**config.mk**
```make
export PLATFORM = sky130hd
export DESIGN_NAME = decode_hazard_scoreboard
export DESIGN_NICKNAME = d
export VERILOG_FILES = /design/src/rtl/decode_hazard_scoreboard.sv
export SDC_FILE = /design/constraint.sdc
export NUM_CORES = 1
export LEC_CHECK = 0
export ABC_AREA = 1
export BUFFER_PORTS_ARGS = -buffer_cell sky130_fd_sc_hd__buf_4
export CAP_MARGIN = 25
export CORE_UTILIZATION = 53
export DETAILED_ROUTE_END_ITERATION = 8
export PLACE_DENSITY = 0.71
export SYNTH_ARGS = -nofsm -noshare
export SYNTH_HDL_FRONTEND = slang
export SYNTH_SLANG_ARGS = --single-unit
export TNS_END_PERCENT = 5
```
**constraint.sdc**
```tcl
create_clock -name clk -period 23.3 [get_ports clk]
set_clock_uncertainty 0.05 [all_clocks]
set_input_delay 1.165 -clock clk [delete_from_list [all_inputs] [get_ports clk]]
set_output_delay 1.165 -clock clk [all_outputs]
set_load 0.02 [all_outputs]
```
**src/rtl/decode_hazard_scoreboard.sv**
```systemverilog
// Decode-stage hazard scoreboard: per-register pending-write counters gate issue
// until RAW sources retire, with a saturating stall counter and a sticky underflow flag.
module decode_hazard_scoreboard #(
  parameter int REGISTER_DEPTH  = 32,
  parameter int CNT_WIDTH       = 2,
  parameter int STALL_CNT_WIDTH = 32
) (
  input  logic                              clk,
  input  logic                              rst,
  input  logic                              issue_valid,
  input  logic [$clog2(REGISTER_DEPTH)-1:0] issue_rs1,
  input  logic                              issue_rs1_used,
  input  logic [$clog2(REGISTER_DEPTH)-1:0] issue_rs2,
  input  logic                              issue_rs2_used,
  input  logic [$clog2(REGISTER_DEPTH)-1:0] issue_rd,
  input  logic                              issue_rd_write,
  input  logic                              downstream_ready,
  output logic                              issue_accept,
  output logic                              stall,
  input  logic                              wb_valid,
  input  logic [$clog2(REGISTER_DEPTH)-1:0] wb_rd,
  input  logic                              flush,
  output logic [$clog2(REGISTER_DEPTH):0]   busy_count,
  output logic [STALL_CNT_WIDTH-1:0]        stall_cycles,
  output logic                              underflow_err
);

  localparam int AW = $clog2(REGISTER_DEPTH);
  localparam logic [CNT_WIDTH-1:0] CntMax = {CNT_WIDTH{1'b1}};

  logic [CNT_WIDTH-1:0]       cnt_q [REGISTER_DEPTH];
  logic [CNT_WIDTH-1:0]       cnt_d [REGISTER_DEPTH];
  logic [STALL_CNT_WIDTH-1:0] stall_cycles_q, stall_cycles_d;
  logic                       underflow_q, underflow_d;

  logic raw1, raw2, full, hazard;
  logic incEn, decEn;

  // Hazards look only at registered counts, so a same-cycle writeback never bypasses.
  always_comb begin
    raw1   = issue_rs1_used && (issue_rs1 != '0) && (cnt_q[issue_rs1] != '0);
    raw2   = issue_rs2_used && (issue_rs2 != '0) && (cnt_q[issue_rs2] != '0);
    full   = issue_rd_write && (issue_rd != '0) && (cnt_q[issue_rd] == CntMax);
    hazard = raw1 || raw2 || full;

    stall        = issue_valid && hazard && !flush;
    issue_accept = issue_valid && !hazard && downstream_ready && !flush;

    incEn = issue_accept && issue_rd_write && (issue_rd != '0);
    decEn = wb_valid && (wb_rd != '0);
  end

  always_comb begin
    logic incHit;
    logic decHit;
    cnt_d       = cnt_q;
    underflow_d = underflow_q;
    incHit      = 1'b0;
    decHit      = 1'b0;
    cnt_d[0]    = '0;
    for (int i = 1; i < REGISTER_DEPTH; i++) begin
      incHit = incEn && (issue_rd == AW'(i));
      decHit = decEn && (wb_rd == AW'(i));
      if (decHit && (cnt_q[i] == '0)) begin
        underflow_d = underflow_d || !flush;
      end
      if (incHit && !decHit) begin
        cnt_d[i] = cnt_q[i] + 1'b1;
      end else if (decHit && !incHit && (cnt_q[i] != '0)) begin
        cnt_d[i] = cnt_q[i] - 1'b1;
      end
    end
    // Flush squashes everything in flight, winning over same-cycle issue/writeback.
    if (flush) begin
      for (int i = 0; i < REGISTER_DEPTH; i++) begin
        cnt_d[i] = '0;
      end
    end
  end

  always_comb begin
    stall_cycles_d = stall_cycles_q;
    if (stall && downstream_ready && (stall_cycles_q != {STALL_CNT_WIDTH{1'b1}})) begin
      stall_cycles_d = stall_cycles_q + 1'b1;
    end
  end

  always_comb begin
    busy_count = '0;
    for (int i = 1; i < REGISTER_DEPTH; i++) begin
      if (cnt_q[i] != '0) begin
        busy_count = busy_count + 1'b1;
      end
    end
  end

  always_ff @(posedge clk or negedge rst) begin
    if (!rst) begin
      for (int i = 0; i < REGISTER_DEPTH; i++) begin
        cnt_q[i] <= '0;
      end
      stall_cycles_q <= '0;
      underflow_q    <= 1'b0;
    end else begin
      cnt_q          <= cnt_d;
      stall_cycles_q <= stall_cycles_d;
      underflow_q    <= underflow_d;
    end
  end

  assign stall_cycles  = stall_cycles_q;
  assign underflow_err = underflow_q;

endmodule

```
== Yosys cells after proc, flatten, opt, wreduce, memory -nomap -nowiden ==
Index checks and enable logic that the tools add are counted.

* Add/sub/neg operators: 93
* $lt $le $gt $ge: 3
* Equality and inequality tests: 64
* Mux-type cells: 134
* Bitwise gates (word level): 3
* Reductions and logical operators: 398

{| class="wikitable"
|+ Operators with widths
! cell !! number
|-
| 1-bit logical AND || 202
|-
| 6-bit by 1-bit adder with 6-bit output (second input constant) || 30
|-
| 6-bit 2-to-1 mux || 30
|-
| 5-bit equality test (second input constant) || 32
|-
| 2-bit 2-to-1 mux || 68
|-
| 3-bit nonzero test || 31
|-
| 5-bit by 4-bit equality test with 1-bit output (second input constant) || 16
|-
| 2-bit nonzero test || 33
|-
| 1-bit zero test || 64
|-
| 2-bit by 1-bit adder with 2-bit output (second input constant) || 31
|-
| 2-bit zero test || 31
|-
| 62-bit 2-to-1 mux || 1
|-
| 2-bit by 1-bit subtractor with 2-bit output (second input constant) || 31
|-
| 5-bit by 3-bit equality test with 1-bit output (second input constant) || 8
|-
| 1-bit logical OR || 33
|-
| 32-bit by 1-bit adder with 32-bit output (second input constant) || 1
|-
| 1-bit 2-to-1 mux || 32
|-
| 32-bit != test (second input constant) || 1
|-
| 2-bit binary-select mux with 5-bit select || 3
|-
| 5-bit by 2-bit equality test with 1-bit output (second input constant) || 4
|-
| 5-bit nonzero test || 4
|-
| 6-bit greater-or-equal comparator (second input constant) || 3
|-
| 5-bit inverter with 6-bit output || 3
|-
| 5-bit by 1-bit equality test with 1-bit output (second input constant) || 2
|-
| 2-bit equality test (second input constant) || 1
|}

* Register bits after elaboration: 97
* Input port bits: 29
* Output and inout port bits: 41
* Word-level logic and storage cells: 729

== Depth between registers and ports, before layout ==
* Depth in word-level cells: 65
* Depth in mapped cells: 98
* Depth with buffers taken out: 98

== Least setup slack after synthesis ==
Ideal clock, no wire load.

* Kind: register -> output
* Start: register cnt_q[59] in the netlist's numbering
* End: output busy_count[4]
* Arrival time: 12123 ps
* Data required time: 22085 ps
* Path slack: 9962 ps
* Stages on the path, launching flop included: 87
* Path buffers: 0
* Cells stage by stage: dfrtp_1 > nor2_1 > inv_1 > ha_1 > inv_1 > nand2_2 > nand2_2 > inv_1 > ha_1 > or2_1 > nand3_1 > nand3_1 > nand2_1 > ha_1 > nand2_1 > nand2_1 > xor2_1 > o21ai_1 > (+51 left out) > nand2_1 > nand2_1 > xor2_1 > o21ai_0 > ha_1 > nand2_1 > nand2_1 > ha_1 > nand2_1 > nand2_1 > ha_1 > o21ai_0 > inv_1 > ha_1 > nand2_1 > nor3_2 > xnor2_1 > inv_1

* Cells in the longest elaborated chain, start to end: 60

{| class="wikitable"
|+ RTL lines
! what !! line !! RTL
|-
| start, declared || 31 || <nowiki>logic [CNT_WIDTH-1:0] cnt_q [REGISTER_DEPTH];</nowiki>
|-
| start signal, assigned || 105 || <nowiki>cnt_q <= cnt_d;</nowiki>
|-
| 2-bit nonzero test * || 91 || <nowiki>if (cnt_q[i] != '0) begin</nowiki>
|-
| 6-bit 2-to-1 mux * || 91 ||
|-
| 6-bit by 1-bit adder with 6-bit output || 92 || <nowiki>busy_count = busy_count + 1'b1;</nowiki>
|-
| 6-bit 2-to-1 mux * || 91 ||
|-
| 6-bit by 1-bit adder with 6-bit output || 92 ||
|-
| 6-bit 2-to-1 mux * || 91 ||
|-
| 6-bit by 1-bit adder with 6-bit output || 92 ||
|-
| 6-bit 2-to-1 mux * || 91 ||
|-
| (+44 left out) || n/a ||
|-
| 6-bit by 1-bit adder with 6-bit output || 92 ||
|-
| 6-bit 2-to-1 mux * || 91 ||
|-
| 6-bit by 1-bit adder with 6-bit output || 92 ||
|-
| 6-bit 2-to-1 mux * || 91 ||
|-
| 6-bit by 1-bit adder with 6-bit output || 92 ||
|-
| 6-bit 2-to-1 mux * || 91 ||
|-
| 6-bit by 1-bit adder with 6-bit output || 92 ||
|-
| 6-bit 2-to-1 mux * || 91 ||
|-
| end, declared || 23 || <nowiki>output logic [$clog2(REGISTER_DEPTH):0] busy_count,</nowiki>
|}

Every way passes the cells marked *; elsewhere a longest branch is shown, timed or not.

== Worst setup path after layout ==
Ends and elaborated chain as after synthesis.

==> results.py <==
metrics = {
    "power_and_ir_drop": {
        "clock_power_share_pct": 10.3,
        "pwr-share-comb_pct": 77.2,
        "p_sw_mw": 0.874,
        "irDropWorstVdd_v": 0.000122,
        "p_per_area_nw_per_um2": 122,
        "internal-power_mw": 0.674,
        "seqPwrFrac_pct": 12.5,
        "swShare_pct": 56.5,
        "p_leak_nw": 6.88,
    },
    "placed_design": {
        "gpl.final_weighted_congestion": 0.981,
        "pre_cts_ws_ns": 8.65,
        "port_buffers": 69,
        "dp.final_hpwl_um": 27600,
    },
    "clocking": {
        "postCtsSetupBuffers": 0,
        "cts_buffer_depth": 2,
        "cts_sinks": 95,
        "clock_latency_ns": 0.37,
        "ctsResizeCount": 0,
        "cts_max_level": 3,
        "cts-root-buf": "clkbuf_16",
        "cts_hold_buffers": 0,
        "cts_inserted_buffers": 9,
        "cts_tree": "done",
        "clk_pin_slew_ns": 0.08,
    },
    "logic_synthesis": {
        "synth_seq_cells": 95,
        "avgSynthCellArea_um2": 5.75,
        "syn_nets": 2065,
        "ys_seq_area_share_pct": 20.6,
        "synth_area_um2": 11500,
        "ys_warn_count": 0,
        "syn_inst": 2006,
        "synthFlopType": "dfrtp_1",
        "ys_async_sr_fraction_pct": 100,
        "synth_cell_types": 49,
        "synth_edf_count": 0,
    },
    "critical_path": {
        "cp_num_buf_inv": 8,
        "cp_max_fo": 6,
        "path_class": "register to output port",
        "cp-end-kind": "output port",
        "crit_top_cell": "nand2_1",
        "critPathTopFamily": "simple AND/OR/NAND/NOR gates",
        "required_ns": 22.09,
        "crit_slowest_cell": "dfrtp_1",
        "crit_arrival_ns": 13.88,
        "cp-start-kind": "register",
        "critPathMaxStageDelay_ns": 0.40,
    },
    "timing": {
        "final-setup-viol-count": 0,
        "relSlewSlack_pct": 35.5,
        "worst_pin_slew_ns": 0.965,
        "fin_crit_sh_pct": 64.8,
        "setup_ws_ns": 8.21,
        "final_hold_viol_count": 0,
        "min_period_ns": 15.09,
        "drv_slew": 0,
        "rsz0062_at_grt": "false",
        "fmax_mhz": 66.3,
        "setup_tns_ns": 0,
    },
    "detailed_routing": {
        "vias": 12800,
        "drt_pre_antenna_iters": 7,
        "drcViolationCount": 0,
        "drt-total-wl_um": 34200,
        "vias_per_cell": 5.43,
        "wl_per_cell_um": 14.6,
        "drt_iter0_markers": 961,
        "antenna_left": 0,
    },
    "floorplan": {
        "ioPinCount": 70,
        "core_area_um2": 21200,
        "die_h_um": 150,
        "die_w_um": 150,
        "dieArea_um2": 22400,
        "floorplan.initialDensity_pct": 54.6,
        "rows": 53,
    },
    "min_path": {
        "hp-class": "register to register",
    },
    "grt": {
        "grt_pass1_vias": 11900,
        "grt_pass1_wl_um": 56600,
        "grt_max_degree": 58,
        "grt_overflow_total": 0,
        "gr-usage-all-layers_pct": 31.7,
        "antenna_found_initial": 1,
    },
    "flow_run": {
        "cap_violations": 0,
    },
    "layout": {
        "fillCellCount": 2214,
        "layout_common_cells": "nand2_1 (565), inv_1 (342), nor2_1 (247)",
        "layout_commonest_cell": "nand2_1",
        "syn_to_final_growth_pct": 9.93,
        "drive_above_1_share_pct": 9.92,
        "finalNetCount": 2130,
    },
    "status": {
        "status": "finished clean",
    },
}
[cell type report]
class / instances / area (µm²) / area share, %
Clock buffer: 9 / 225 / 1.78
Clock inverter: 7 / 93.8 / 0.740
Inverter: 362 / 1360 / 10.7
Tap cell: 275 / 344 / 2.71
Timing Repair Buffer: 74 / 556 / 4.38
Antenna cell: 1 / 2.50 / 0.0197
Sequential cell: 95 / 2380 / 18.7
Multi-Input combinational cell: 1529 / 7730 / 60.9
[metal layers]
| metal | vias to the layer above | global-route usage, % | share of wire, % |
|---|---|---|---|
| li1 | 6600 | - | - |
| met4 | 0 | 13.0 | 3.2 |
| met3 | 80 | 4.60 | 6.4 |
| met1 | 5721 | 42.6 | 46 |
| met5 | - | 0 | 0 |
| met2 | 367 | 50.7 | 44 |
[worst paths after layout]
check | from | to | slack, ns | cells after the start
max reg2reg | cnt_q[12]$_DFFE_PN0P_ | cnt_q[28]$_DFFE_PN0P_ | 18.29 | 19
max in group asynchronous | rst | cnt_q[49]$_DFFE_PN0P_ | 21.35 | 2
min reg2reg | stall_cycles[15]$_DFFE_PN0P_ | stall_cycles[15]$_DFFE_PN0P_ | 0.46 | 1
max | cnt_q[59]$_DFFE_PN0P_ | busy_count[4] | 8.21 | 87
min | stall_cycles[15]$_DFFE_PN0P_ | stall_cycles[15]$_DFFE_PN0P_ | 0.46 | 1
min in group asynchronous | rst | cnt_q[16]$_DFFE_PN0P_ | 0.72 | 1
[per-stage QoR]
stage                     instances  utilization, %  hold slack, ns  instance area [µm²]  total power [mW]
final                          2352            60.0           0.460                12700              1.55
after global routing           2351            60.0           0.479                12700              1.74
after CTS                      2351            60.0           0.464                12700              1.55
after detailed placement       2335            58.5           0.453                12400              1.39
after global placement         2335            58.5           0.432                12400              1.36
after floorplan                2006               -           0.444                11500              1.15
[synth_stat cells, types with 22 or more instances]
cell,count,area [µm²]
nor2_1,247,927
o22ai_1,36,225
o21ai_0,61,305
o211ai_1,24,180
nand2_2,39,244
nand2_1,565,2120
dfrtp_1,95,2380
nand4_1,33,206
inv_1,342,1280
nand3_2,22,220
xor2_1,32,280
nand3_1,181,906
ha_1,30,375
nor3_1,42,210
a21oi_1,76,380
[registers in the layout, summed over array words and instances (netlist names)]
name / flops
underflow_err: 1
cnt_q: 62
stall_cycles: 32
[power groups by stage]
stage / Sequential (mW) / Combinational [mW] / Clock [mW]
finish: 0.194 / 1.20 / 0.159
detailed placement: 0.197 / 1.19 / 0
global route: 0.196 / 1.37 / 0.167
floorplan: 0.198 / 0.953 / 0
global placement: 0.196 / 1.16 / 0
CTS: 0.194 / 1.20 / 0.160
[cells by family after synthesis]
group                    Yosys count  synth area share, %
AND/OR/NAND/NOR                 1194                 46.6
buffers and inverters            382                 12.4
AO/OA/AOI/OAI                    260                 13.7
flip-flops                        95                 20.6
XOR/XNOR                          44                 3.34
adder cells (fa/ha/maj)           30                 3.25
multiplexers                       1               0.0976
No activity file was read; power rests on OpenSTA's default activity.
